### src/rtl/cdb_arbiter_pkg.sv
// cdb_arbiter_pkg: shared sizes and records for the CDB writeback arbiter.
//   NUM_FU / NUM_CDB / NUM_PR : machine sizing
//   FU_RESULT_ENTRY_t         : per-FU result record presented to the arbiter
//   CDB_ENTRY_t               : one registered CDB broadcast slot
package cdb_arbiter_pkg;
    localparam int NUM_FU  = 4;
    localparam int NUM_CDB = 2;
    localparam int NUM_PR  = 64;
    localparam int PR_W    = $clog2(NUM_PR);
    localparam int XLEN    = 64;

    typedef struct packed {
        logic            done;
        logic [PR_W-1:0] T_idx;
        logic [XLEN-1:0] result;
    } FU_RESULT_ENTRY_t;

    typedef struct packed {
        logic            valid;
        logic [PR_W-1:0] T_idx;
        logic [XLEN-1:0] result;
    } CDB_ENTRY_t;
endpackage

### src/rtl/cdb_arbiter_rr_select.sv
// rr_select: combinational rotating multi-grant finder.
//   req        : request vector, one bit per FU
//   ptr        : scan start index
//   gnt        : first M requesters in scan order ptr, ptr+1, ... (mod N)
//   slot       : slot index assigned to each granted requester
//   any_deny   : at least one requester was left without a slot
//   first_deny : first denied requester in scan order (ptr when none)
module rr_select #(
    parameter int N      = 4,
    parameter int M      = 2,
    parameter int PTR_W  = 2,
    parameter int SLOT_W = 1
) (
    input  logic [N-1:0]             req,
    input  logic [PTR_W-1:0]         ptr,
    output logic [N-1:0]             gnt,
    output logic [N-1:0][SLOT_W-1:0] slot,
    output logic                     any_deny,
    output logic [PTR_W-1:0]         first_deny
);
    logic [PTR_W-1:0] idx;
    int               cnt;

    always_comb begin
        gnt        = '0;
        slot       = '0;
        any_deny   = 1'b0;
        first_deny = ptr;
        idx        = '0;
        cnt        = 0;
        for (int k = 0; k < N; k++) begin
            idx = PTR_W'((int'(ptr) + k) % N);
            if (req[idx]) begin
                if (cnt < M) begin
                    gnt[idx]  = 1'b1;
                    slot[idx] = SLOT_W'(cnt);
                    cnt       = cnt + 1;
                end else if (!any_deny) begin
                    any_deny   = 1'b1;
                    first_deny = idx;
                end
            end
        end
    end
endmodule

### src/rtl/cdb_arbiter.sv
// cdb_arbiter: round-robin scheduler of NUM_FU result ports onto NUM_CDB
// registered common-data-bus slots.
//   clock, reset(sync, active low), rollback : control
//   fu_done / fu_T_idx / fu_result           : per-FU results this cycle
//   full_hazard                              : done but not granted -> FU holds
//   cdb_valid / cdb_T_idx / cdb_result       : registered broadcasts (latency 1)
module cdb_arbiter
    import cdb_arbiter_pkg::*;
#(
    parameter int NUM_FU  = cdb_arbiter_pkg::NUM_FU,
    parameter int NUM_CDB = cdb_arbiter_pkg::NUM_CDB,
    parameter int PR_W    = cdb_arbiter_pkg::PR_W
) (
    input  logic                             clock,
    input  logic                             reset,
    input  logic                             rollback,
    input  logic [NUM_FU-1:0]                fu_done,
    input  logic [NUM_FU-1:0][PR_W-1:0]      fu_T_idx,
    input  logic [NUM_FU-1:0][63:0]          fu_result,
    output logic [NUM_FU-1:0]                full_hazard,
    output logic [NUM_CDB-1:0]               cdb_valid,
    output logic [NUM_CDB-1:0][PR_W-1:0]     cdb_T_idx,
    output logic [NUM_CDB-1:0][63:0]         cdb_result
);
    localparam int PTR_W  = (NUM_FU  > 1) ? $clog2(NUM_FU)  : 1;
    localparam int SLOT_W = (NUM_CDB > 1) ? $clog2(NUM_CDB) : 1;

    FU_RESULT_ENTRY_t [NUM_FU-1:0]   fu_in;
    logic [NUM_FU-1:0]               req;
    logic [NUM_FU-1:0]               gnt;
    logic [NUM_FU-1:0][SLOT_W-1:0]   slot;
    logic                            any_deny;
    logic [PTR_W-1:0]                first_deny;

    logic [PTR_W-1:0]                ptr_q, ptr_d;
    CDB_ENTRY_t [NUM_CDB-1:0]        cdb_q, cdb_d;

    for (genvar i = 0; i < NUM_FU; i++) begin : g_fu
        assign fu_in[i] = '{done: fu_done[i], T_idx: fu_T_idx[i], result: fu_result[i]};
        // Rollback removes every request, so nothing is granted or denied
        // and the pointer stays put.
        assign req[i]   = fu_in[i].done & ~rollback;
    end

    rr_select #(
        .N      (NUM_FU),
        .M      (NUM_CDB),
        .PTR_W  (PTR_W),
        .SLOT_W (SLOT_W)
    ) u_sel (
        .req        (req),
        .ptr        (ptr_q),
        .gnt        (gnt),
        .slot       (slot),
        .any_deny   (any_deny),
        .first_deny (first_deny)
    );

    assign full_hazard = req & ~gnt & {NUM_FU{reset}};

    // Slot k takes the single granted FU whose slot index is k.
    always_comb begin
        cdb_d = '0;
        for (int k = 0; k < NUM_CDB; k++) begin
            for (int i = 0; i < NUM_FU; i++) begin
                if (gnt[i] && slot[i] == SLOT_W'(k)) begin
                    cdb_d[k] = '{valid: 1'b1, T_idx: fu_in[i].T_idx, result: fu_in[i].result};
                end
            end
        end
    end

    // Priority moves to the first loser so it is served first next cycle.
    always_comb begin
        ptr_d = any_deny ? first_deny : ptr_q;
    end

    always_ff @(posedge clock) begin
        if (!reset) begin
            ptr_q <= '0;
            cdb_q <= '0;
        end else begin
            ptr_q <= ptr_d;
            cdb_q <= cdb_d;
        end
    end

    for (genvar k = 0; k < NUM_CDB; k++) begin : g_out
        assign cdb_valid[k]  = cdb_q[k].valid;
        assign cdb_T_idx[k]  = cdb_q[k].T_idx;
        assign cdb_result[k] = cdb_q[k].result;
    end
endmodule

### config.mk
export PLATFORM = sky130hd
export DESIGN_NAME = cdb_arbiter
export DESIGN_NICKNAME = d
export VERILOG_FILES = /design/src/rtl/cdb_arbiter_pkg.sv /design/src/rtl/cdb_arbiter_rr_select.sv /design/src/rtl/cdb_arbiter.sv
export SDC_FILE = /design/constraint.sdc
export NUM_CORES = 1
export LEC_CHECK = 0
export CORE_AREA = 5 5 167 169
export DETAILED_ROUTE_END_ITERATION = 8
export DIE_AREA = 0 0 172 174
export PLACE_DENSITY = 0.74
export SYNTH_ARGS = -nofsm -noshare
export SYNTH_HDL_FRONTEND = slang
export SYNTH_SLANG_ARGS = --single-unit
### constraint.sdc
create_clock -name clock -period 10.55 [get_ports clock]
set_input_delay 2.11 -clock clock [delete_from_list [all_inputs] [get_ports clock]]
set_output_delay 2.11 -clock clock [all_outputs]
set_load 0.02 [all_outputs]
==> flow_summary_export.csv, run 1 <==
group,metric,value,unit
outcome,status,"complete, no violations",
synth,syn_nets,1173,
cells_and_area,fin_area,14100,µm²
sta,finClkSkew,0.0168,ns
setup_path,rrSetupSlack,4.69,ns
setup_path,crit_end,"full_hazard[3]",
setup_path,crit_chain,"clkdlybuf4s50_1, or2_2, o22ai_1, ha_1, nor2_1, and3_1, a221oi_1, and4_1, clkdlybuf4s50_1",
clock_tree,cts_made_buffers,17,
die,dieArea,29900,µm²
drt,drtAntennaViolNets,0,
power_and_ir_drop,switching_share,41.6,%
cells_and_area,utilization,53.3,%
die,ioPinCount,433,
cells_and_area,fin_cells,1601,
clock_tree,cts_sinks,144,
setup_path,startpoint,"rollback",
sta,rsz0062_at_grt,"false",
drt,dr.pass1.iters,5,
placement,placed_cells,1565,
drt,wl_per_cell,24.5,µm
cells_and_area,nets,1539,
sta,hold_violations,0,
sta,period_needed,8.04,ns
sta,setup_ws,2.51,ns
clock_tree,post-cts-setup-buffer-count,0,
power_and_ir_drop,power.internal,1.77,mW
synth,synth_cell_types,57,
power_and_ir_drop,switchingPower,1.26,mW
grt,grtUsageTotal,24.9,%
placement,place_area,13500,µm²
grt,grt-ovfl-total,0,
drt,vias,9384,
synth,ys_seq_elements,144,
setup_path,worst_r2r_path_depth,13,
die,die_h,174,µm
clock_tree,clk_pin_slew,0.08,ns
grt,grt_pass1_vias,9547,
sta,fin_hold_ws,0.918,ns
worst_hold_path,hp-class,"flip-flop to flip-flop",
synth,seq_area_frac_synth,31.4,%
clock_tree,h-tree-depth,4,
setup_path,cp.required,8.44,ns
setup_path,crit_type,"primary input to output pin",
grt,grt_pass1_wl,58400,µm
flow_run,drv_cap,0,
sta,setup_viol,0,
die,die_w,172,µm
power_and_ir_drop,p_leak,5.03,nW
drt,drc,0,
setup_path,r2r-start,"ptr_q[0]$_SDFFE_PN0P_",
drt,routed_wl,39300,µm
clock_tree,clock_latency,0.43,ns
sta,maxSlewViolCount,0,
sta,setup_tns,0,ns
grt,grt_max_degree,45,
power_and_ir_drop,p_clk_share,19.5,%
sta,fin_crit_sh,76.2,%
setup_path,start_kind,"primary input",
sta,fmax,124,MHz
sta,max_slew_margin,31.5,%
synth,synth_area,9190,µm²
die,initial_core_util,34.8,%
placement,portBuffers,432,
drt,drt_iter0_markers,796,
die,core-area,26400,µm²
setup_path,cp_slowest_cell,"clkdlybuf4s50_1",
grt,antenna_found_initial,4,
synth,synth_edf_count,0,
synth,synth_cells,877,
power_and_ir_drop,seqPwrFrac,24.9,%
die,rows,60,
synth,async_flop_share,0,%
setup_path,cpPeakStageDelay,0.64,ns
power_and_ir_drop,finalPower,3.04,mW
synth,synth_area_per_cell,10.5,µm²
setup_path,end_kind,"output pin",
clock_tree,cts_tree,"yes",
sta,worst_pin_slew,1.03,ns
synth,synth_top_flop_cell,"dfxtp_1",
setup_path,worst_path_most_repeated_cell,"clkdlybuf4s50_1",
power_and_ir_drop,p_per_area,216,nW/µm²
placement,place.gp.congestion,0.867,
setup_path,worst_r2r_endpoint,"cdb_T_idx[9]$_SDFF_PN0_",
power_and_ir_drop,vdd_drop_max,107,µV
clock_tree,cts_resized,0,
clock_tree,cts_hold_buf,0,
cells_and_area,syn_to_final_growth,53.1,%
setup_path,crit_fanout,12,
clock_tree,ctsRootBufferMaster,"clkbuf_16",
synth,synth-warning-count,0,
cells_and_area,drive_above_1_share,22.6,%
clock_tree,cts_buffer_depth,2,
drt,viasPerCell,5.86,
power_and_ir_drop,combPwrFrac,55.5,%
placement,dpl.hpwl,27300,µm
placement,dp_slack,2.56,ns
setup_path,cp.arrival,5.93,ns
[kinds of logic after synthesis]
logic type / after synthesis / share of synthesized area (%)
AND/OR/NAND/NOR: 208 / 9.99
AO/OA/AOI/OAI: 322 / 45.6
multiplexers: 15 / 2.20
flip-flops: 144 / 31.4
XOR/XNOR: 1 / 0.0953
buffers and inverters: 178 / 9.53
adder cells (fa/ha/maj): 9 / 1.23
[placed cells by master, fill, tap and decap left out, drive strengths merged, types with 2 or more instances in the layout]
| master | instances |
|---|---|
| a211oi | 3 |
| a21oi | 5 |
| a221oi | 142 |
| a31oi | 2 |
| a32oi | 3 |
| a41oi | 3 |
| and2 | 4 |
| and3 | 4 |
| and4 | 4 |
| buf | 17 |
| clkbuf | 18 |
| clkdlybuf4s50 | 431 |
| clkinv | 2 |
| clkinvlp | 3 |
| dfxtp | 144 |
| diode | 4 |
| ha | 9 |
| inv | 86 |
| mux2 | 2 |
| mux2i | 10 |
| mux4 | 3 |
| nand2 | 15 |
| nand2b | 3 |
| nand3 | 8 |
| nand4 | 6 |
| nor2 | 148 |
| nor2b | 3 |
| nor3b | 5 |
| o211ai | 2 |
| o21a | 4 |
| o21ai | 6 |
| o221ai | 71 |
| o22ai | 5 |
| o32ai | 70 |
| or2 | 4 |
[sequential cells by signal (all words and copies together), names as in the netlist]
register and flops:
ptr_q 2, cdb_valid 2, cdb_T_idx 12, cdb_result 128
[worst min-delay path by stage]
stage | start | to | depth (start not counted)
global placement | ptr_q[0]$_SDFFE_PN0P_ | ptr_q[0]$_SDFFE_PN0P_ | 2
detailed placement | ptr_q[0]$_SDFFE_PN0P_ | ptr_q[0]$_SDFFE_PN0P_ | 2
floorplan | ptr_q[0]$_SDFFE_PN0P_ | ptr_q[0]$_SDFFE_PN0P_ | 3
finish | ptr_q[0]$_SDFFE_PN0P_ | ptr_q[0]$_SDFFE_PN0P_ | 2
CTS | ptr_q[0]$_SDFFE_PN0P_ | ptr_q[0]$_SDFFE_PN0P_ | 2
global route | ptr_q[0]$_SDFFE_PN0P_ | ptr_q[0]$_SDFFE_PN0P_ | 2
[power groups by stage]
stage	Clock [mW]	Combinational (mW)	Sequential [mW]
global placement	0	1.67	0.767
floorplan	0	0.842	0.963
detailed placement	0	1.68	0.769
CTS	0.601	1.69	0.758
finish	0.593	1.69	0.757
global route	0.627	1.78	0.771
[worst max-delay path: cells and delay by family]
family,cells,cell delay [ns]
AO/OA/AOI/OAI,2,1.00
adder cells (fa/ha/maj),1,0.42
buffers and inverters,2,1.25
AND/OR/NAND/NOR,4,1.14
[synth_stat cells (4+ instances only)]
library cell,number,share of area [%]
nor2_1,148,6.0
nand3_1,7,0.38
and2_1,4,0.27
o21ai_0,5,0.27
inv_1,76,3.1
nand2_1,15,0.61
a221oi_2,140,23
nor3b_1,5,0.41
o22ai_1,5,0.34
buf_1,8,0.33
clkbuf_1,38,1.6
ha_1,9,1.2
buf_6,19,2.3
o221ai_1,71,6.8
a21oi_1,4,0.22
o32ai_2,70,12
mux2i_1,9,0.98
buf_4,8,0.65
buf_2,28,1.5
nand4_1,6,0.41
dfxtp_1,144,31
and3_1,4,0.27
[per-layer routing]
layer	wire [µm]	share of wire, %	GRT usage (%)	vias to the layer above
li1	-	-	-	4230
met1	15900	41	32.3	4599
met2	18600	47	40.0	480
met3	3450	8.8	5.37	75
met4	1340	3.4	9.83	0
met5	0	0	0	-
[final cells by class]
| type | instances | area [µm²] |
|---|---|---|
| Fill cell | 2388 | 12400 |
| Multi-Input combinational cell | 555 | 5480 |
| Timing Repair Buffer | 448 | 4440 |
| Sequential cell | 144 | 2880 |
| Clock buffer | 18 | 429 |
| Tap cell | 341 | 427 |
| Inverter | 77 | 289 |
| Clock inverter | 14 | 120 |
| Antenna cell | 4 | 10.0 |
Power figures use the tool's default switching activity.
==> inputs of run 2 (changes only) <==
- CORE_AREA: 5 5 167 169 -> not set
- CORE_ASPECT_RATIO: not set -> 0.6
- CORE_MARGIN: not set -> 5
- CORE_UTILIZATION: not set -> 42
- DIE_AREA: 0 0 172 174 -> not set
- PLACE_DENSITY: 0.74 -> 0.85
- clock period: 10.55 -> 8.3 ns (I/O delays scaled with it)
==> run 2 against run 1 <==
Net effect: utilization increased by 13 points; largest power group unchanged; critical path type unchanged; setup slack lost 1.2 ns; largest cell class unchanged; worst hold slack got worse by 0.0020 ns; final cell count down 4.0%; clock skew shrank 0.0073 ns.
==> flow_summary_export.csv, run 2 (synthesis gave the netlist of run 1 again) <==
group,metric,value,unit
outcome,status,"complete, no violations",
cells_and_area,final_cell_mix,"clkdlybuf4s50_1 (431), nor2_1 (148), dfxtp_1 (144)",
power_and_ir_drop,power.internal,2.29,mW
setup_path,crit_fanout,12,
sta,worst_pin_slew,1.06,ns
grt,grt-ovfl-total,0,
drt,drt_iter0_markers,894,
die,die_h,125,µm
drt,routed_wl,40200,µm
clock_tree,cts_hold_buf,0,
cells_and_area,syn_to_final_growth,52.6,%
clock_tree,clk_pin_slew,0.06,ns
drt,viasPerCell,6.25,
clock_tree,ctsRootBufferMaster,"clkbuf_16",
cells_and_area,nets,1540,
worst_hold_path,hp-class,"flip-flop to flip-flop",
power_and_ir_drop,p_leak,5.04,nW
clock_tree,clock_latency,0.43,ns
sta,setup_tns,0,ns
clock_tree,cts_made_buffers,17,
power_and_ir_drop,p_clk_share,19.4,%
flow_run,drv_cap,0,
setup_path,r2r-start,"ptr_q[0]$_SDFFE_PN0P_",
grt,grtUsageTotal,30.4,%
sta,setup_ws,1.27,ns
sta,hold_violations,0,
power_and_ir_drop,combPwrFrac,55.7,%
power_and_ir_drop,finalPower,3.88,mW
cells_and_area,fill_cells,1607,
power_and_ir_drop,p_per_area,277,nW/µm²
die,dieArea,25000,µm²
sta,rsz0062_at_grt,"false",
sta,fin_crit_sh,84.7,%
cells_and_area,utilization,65.9,%
cells_and_area,largest_reg_flops,128,
grt,grt_pass1_vias,9434,
grt,antenna_found_initial,1,
cells_and_area,final_common_cell,"clkdlybuf4s50_1",
setup_path,cp.required,6.64,ns
placement,portBuffers,432,
clock_tree,h-tree-depth,4,
sta,setup_viol,0,
clock_tree,post-cts-setup-buffer-count,0,
cells_and_area,multi_input_area,5480,µm²
placement,dpl.hpwl,28300,µm
setup_path,rrSetupSlack,2.66,ns
sta,finClkSkew,0.00954,ns
power_and_ir_drop,switching_share,41.0,%
sta,max_slew_margin,28.8,%
drt,vias,9600,
clock_tree,cts_resized,0,
clock_tree,cts_tree,"yes",
power_and_ir_drop,vdd_drop_max,178,µV
power_and_ir_drop,switchingPower,1.59,mW
placement,place.gp.congestion,0.953,
die,rows,41,
worst_hold_path,hold_end,"ptr_q[0]$_SDFFE_PN0P_",
setup_path,cp.arrival,5.37,ns
worst_hold_path,hold_path_depth,2,
clock_tree,cts_sinks,144,
setup_path,worst_r2r_endpoint,"cdb_result[81]$_SDFF_PN0_",
die,initial_core_util,43.2,%
setup_path,start_kind,"primary input",
worst_hold_path,worstHoldStart,"ptr_q[0]$_SDFFE_PN0P_",
grt,grt_max_degree,51,
cells_and_area,drive_above_1_share,22.7,%
setup_path,crit_type,"primary input to output pin",
drt,wl_per_cell,26.1,µm
cells_and_area,regArea,2880,µm²
drt,drtAntennaViolNets,0,
drt,dr.pass1.iters,5,
clock_tree,cts_buffer_depth,2,
setup_path,worst_r2r_path_depth,13,
sta,fmax,142,MHz
setup_path,end_kind,"output pin",
grt,grt_pass1_wl,60300,µm
power_and_ir_drop,seqPwrFrac,24.9,%
sta,fin_hold_ws,0.916,ns
setup_path,startpoint,"rollback",
die,core-area,21300,µm²
sta,maxSlewViolCount,0,
die,ioPinCount,433,
die,die_w,201,µm
drt,drc,0,
placement,dp_slack,1.33,ns
sta,period_needed,7.03,ns
[run 2: changes by cell type in the layout (fill, tap and decap cells not counted)]
cell	previous run	this run
buf_12	0	1
bufinv_16	0	1
clkbuf_8	0	2
clkinv_2	1	2
clkinv_4	1	2
clkinvlp_4	3	6
diode_2	4	1
inv_6	7	1
inv_8	2	0
[run 2: metal layers]
layer	GRT usage [%]	wire, µm	part of all wire, %
met5	0	0	0
met4	7.84	964	2.4
met3	9.50	4180	10
met2	49.4	18800	47
met1	39.3	16200	40
[run 2: critical path, stage by stage]
cell and delay (ns):
clkdlybuf4s50_1 0.60, or2_2 0.40, o22ai_1 0.49, ha_1 0.41, nor2_1 0.18, and3_1 0.24, a221oi_1 0.49, and4_1 0.28
clkdlybuf4s50_1 0.62
[run 2: how the worst max path moves through the flow]
stage | to | slack, ns | depth (start not counted)
2_1_floorplan | full_hazard[3] | 2.95 | 8
3_3_place_gp | full_hazard[3] | 1.36 | 9
3_5_place_dp | full_hazard[3] | 1.33 | 9
4_1_cts | full_hazard[3] | 1.32 | 9
5_1_grt | full_hazard[3] | 1.08 | 9
6_report | full_hazard[3] | 1.27 | 9
[run 2: layout make-up]
| type | count | area share, % |
|---|---|---|
| timing repair buffer | 449 | 31.8 |
| clock buffer | 20 | 3.26 |
| sequential | 144 | 20.6 |
| inverter | 77 | 2.06 |
| multi-input combinational | 555 | 39.0 |
| antenna | 1 | 0.0178 |
| clock inverter | 12 | 0.794 |
| tap | 279 | 2.49 |
[run 2: power by group through the flow]
stage	Combinational [mW]	Sequential [mW]	Clock, mW
floorplan	1.07	1.22	0
global placement	2.13	0.975	0
detailed placement	2.14	0.978	0
CTS	2.15	0.967	0.767
global route	2.27	0.984	0.795
finish	2.16	0.968	0.754
[run 2: per-stage QoR]
step	cells	area, µm²
2_1_floorplan	877	9190
3_3_place_gp	1504	13500
3_5_place_dp	1504	13500
4_1_cts	1536	14000
5_1_grt	1537	14000
6_report	1537	14000
==> inputs of run 3 (changes only) <==
- clock period: 8.3 -> 6.6 ns (I/O delays scaled with it)
==> run 3 against run 2 <==
Net effect: worst hold slack lost 0.095 ns; sequential share of layout area shrank 0.18 points; die area is the same; design area rose by 0.90%; largest power group unchanged.
==> flow_summary_export.csv, run 3 (synthesis gave the netlist of run 1 again) <==
group,metric,value,unit
outcome,status,"complete, no violations",
sta,period_needed,5.85,ns
placement,dpl.hpwl,28700,µm
die,core-area,21300,µm²
cells_and_area,regArea,2880,µm²
cells_and_area,syn_to_final_growth,54.0,%
cells_and_area,utilization,66.5,%
setup_path,crit_type,"primary input to output pin",
sta,setup_ws,0.749,ns
setup_path,cp.required,5.28,ns
grt,grt_pass1_vias,9863,
cells_and_area,final_common_cell,"clkdlybuf4s50_1",
clock_tree,cts_made_buffers,17,
die,dieArea,25000,µm²
sta,finClkSkew,0.00860,ns
die,ioPinCount,433,
setup_path,crit_fanout,14,
sta,fmax,171,MHz
drt,vias,9557,
sta,fin_crit_sh,88.6,%
cells_and_area,nets,1549,
clock_tree,cts_sinks,144,
die,die_h,125,µm
cells_and_area,fill_cells,1622,
clock_tree,cts_hold_buf,0,
clock_tree,clock_latency,0.42,ns
sta,hold_violations,0,
sta,worst_pin_slew,0.937,ns
sta,maxSlewViolCount,0,
power_and_ir_drop,vdd_drop_max,220,µV
die,die_w,201,µm
sta,setup_viol,0,
grt,grt-ovfl-total,0,
drt,dr.pass1.iters,5,
drt,drtAntennaViolNets,0,
drt,wl_per_cell,26.2,µm
clock_tree,post-cts-setup-buffer-count,0,
clock_tree,clk_pin_slew,0.06,ns
drt,drc,0,
power_and_ir_drop,p_per_area,345,nW/µm²
sta,rsz0062_at_grt,"false",
power_and_ir_drop,finalPower,4.88,mW
cells_and_area,drive_above_1_share,22.5,%
sta,max_slew_margin,37.5,%
clock_tree,cts_buffer_depth,2,
placement,place.gp.congestion,0.903,
clock_tree,h-tree-depth,4,
die,rows,41,
cells_and_area,multi_input_area,5480,µm²
cells_and_area,final_cell_mix,"clkdlybuf4s50_1 (431), nor2_1 (148), dfxtp_1 (144)",
setup_path,cp.arrival,4.53,ns
sta,setup_tns,0,ns
worst_hold_path,hp-class,"flip-flop to flip-flop",
clock_tree,ctsRootBufferMaster,"clkbuf_16",
drt,drt_iter0_markers,861,
grt,antenna_found_initial,5,
power_and_ir_drop,p_leak,5.10,nW
placement,dp_slack,0.842,ns
clock_tree,cts_resized,0,
cells_and_area,largest_reg_flops,128,
grt,grtUsageTotal,30.7,%
sta,fin_hold_ws,0.821,ns
setup_path,end_kind,"output pin",
setup_path,start_kind,"primary input",
flow_run,drv_cap,0,
grt,grt_max_degree,72,
die,initial_core_util,43.2,%
clock_tree,cts_tree,"yes",
placement,portBuffers,432,
drt,routed_wl,40400,µm
grt,grt_pass1_wl,60800,µm
drt,viasPerCell,6.19,
run 3: final timing paths:
kind         slack [ns]                   endpoint                   from  cells after the start
min                0.82      ptr_q[0]$_SDFFE_PN0P_  ptr_q[0]$_SDFFE_PN0P_                      3
max                0.75             full_hazard[3]             fu_done[0]                      9
min reg2reg        0.82      ptr_q[0]$_SDFFE_PN0P_  ptr_q[0]$_SDFFE_PN0P_                      3
max reg2reg        1.43  cdb_result[78]$_SDFF_PN0_  ptr_q[1]$_SDFFE_PN0P_                     13
run 3: power by group:
group          internal (mW)  total [mW]  switching [mW]  leakage, nW
sequential              1.13        1.21          0.0854         1.18
combinational           1.26        2.78            1.52         3.67
clock                  0.525       0.888           0.363        0.248
total                   2.91        4.88            1.97         5.10
run 3: routing by layer:
layer	vias up	global-route usage [%]	share of wire (%)	routed length, µm
met2	551	49.3	47	18800
li1	4245	-	-	-
met3	78	9.99	10	4110
met4	2	10.6	3.0	1200
met5	-	0	0.032	13
met1	4681	38.8	40	16300
run 3: cell type report:
| class | instances | area share (%) |
|---|---|---|
| Clock buffer | 24 | 3.33 |
| Timing Repair Buffer | 458 | 32.8 |
| Inverter | 77 | 2.04 |
| Multi-Input combinational cell | 555 | 38.7 |
| Antenna cell | 4 | 0.0707 |
| Tap cell | 279 | 2.47 |
| Sequential cell | 144 | 20.4 |
| Clock inverter | 2 | 0.248 |
run 3: per-stage QoR:
stage	instance area, µm²	std cells
finish	14200	1543
global route	14200	1543
CTS	14100	1539
detailed placement	13600	1513
global placement	13600	1513
floorplan	9190	877
run 3: critical path: stages:
cell and delay (ns):
clkdlybuf4s50_1 0.74, mux2_2 0.27, a22o_1 0.27, ha_1 0.35
nor2_1 0.17, and3_1 0.23, a221oi_1 0.32, and4_1 0.24
clkdlybuf4s50_1 0.62
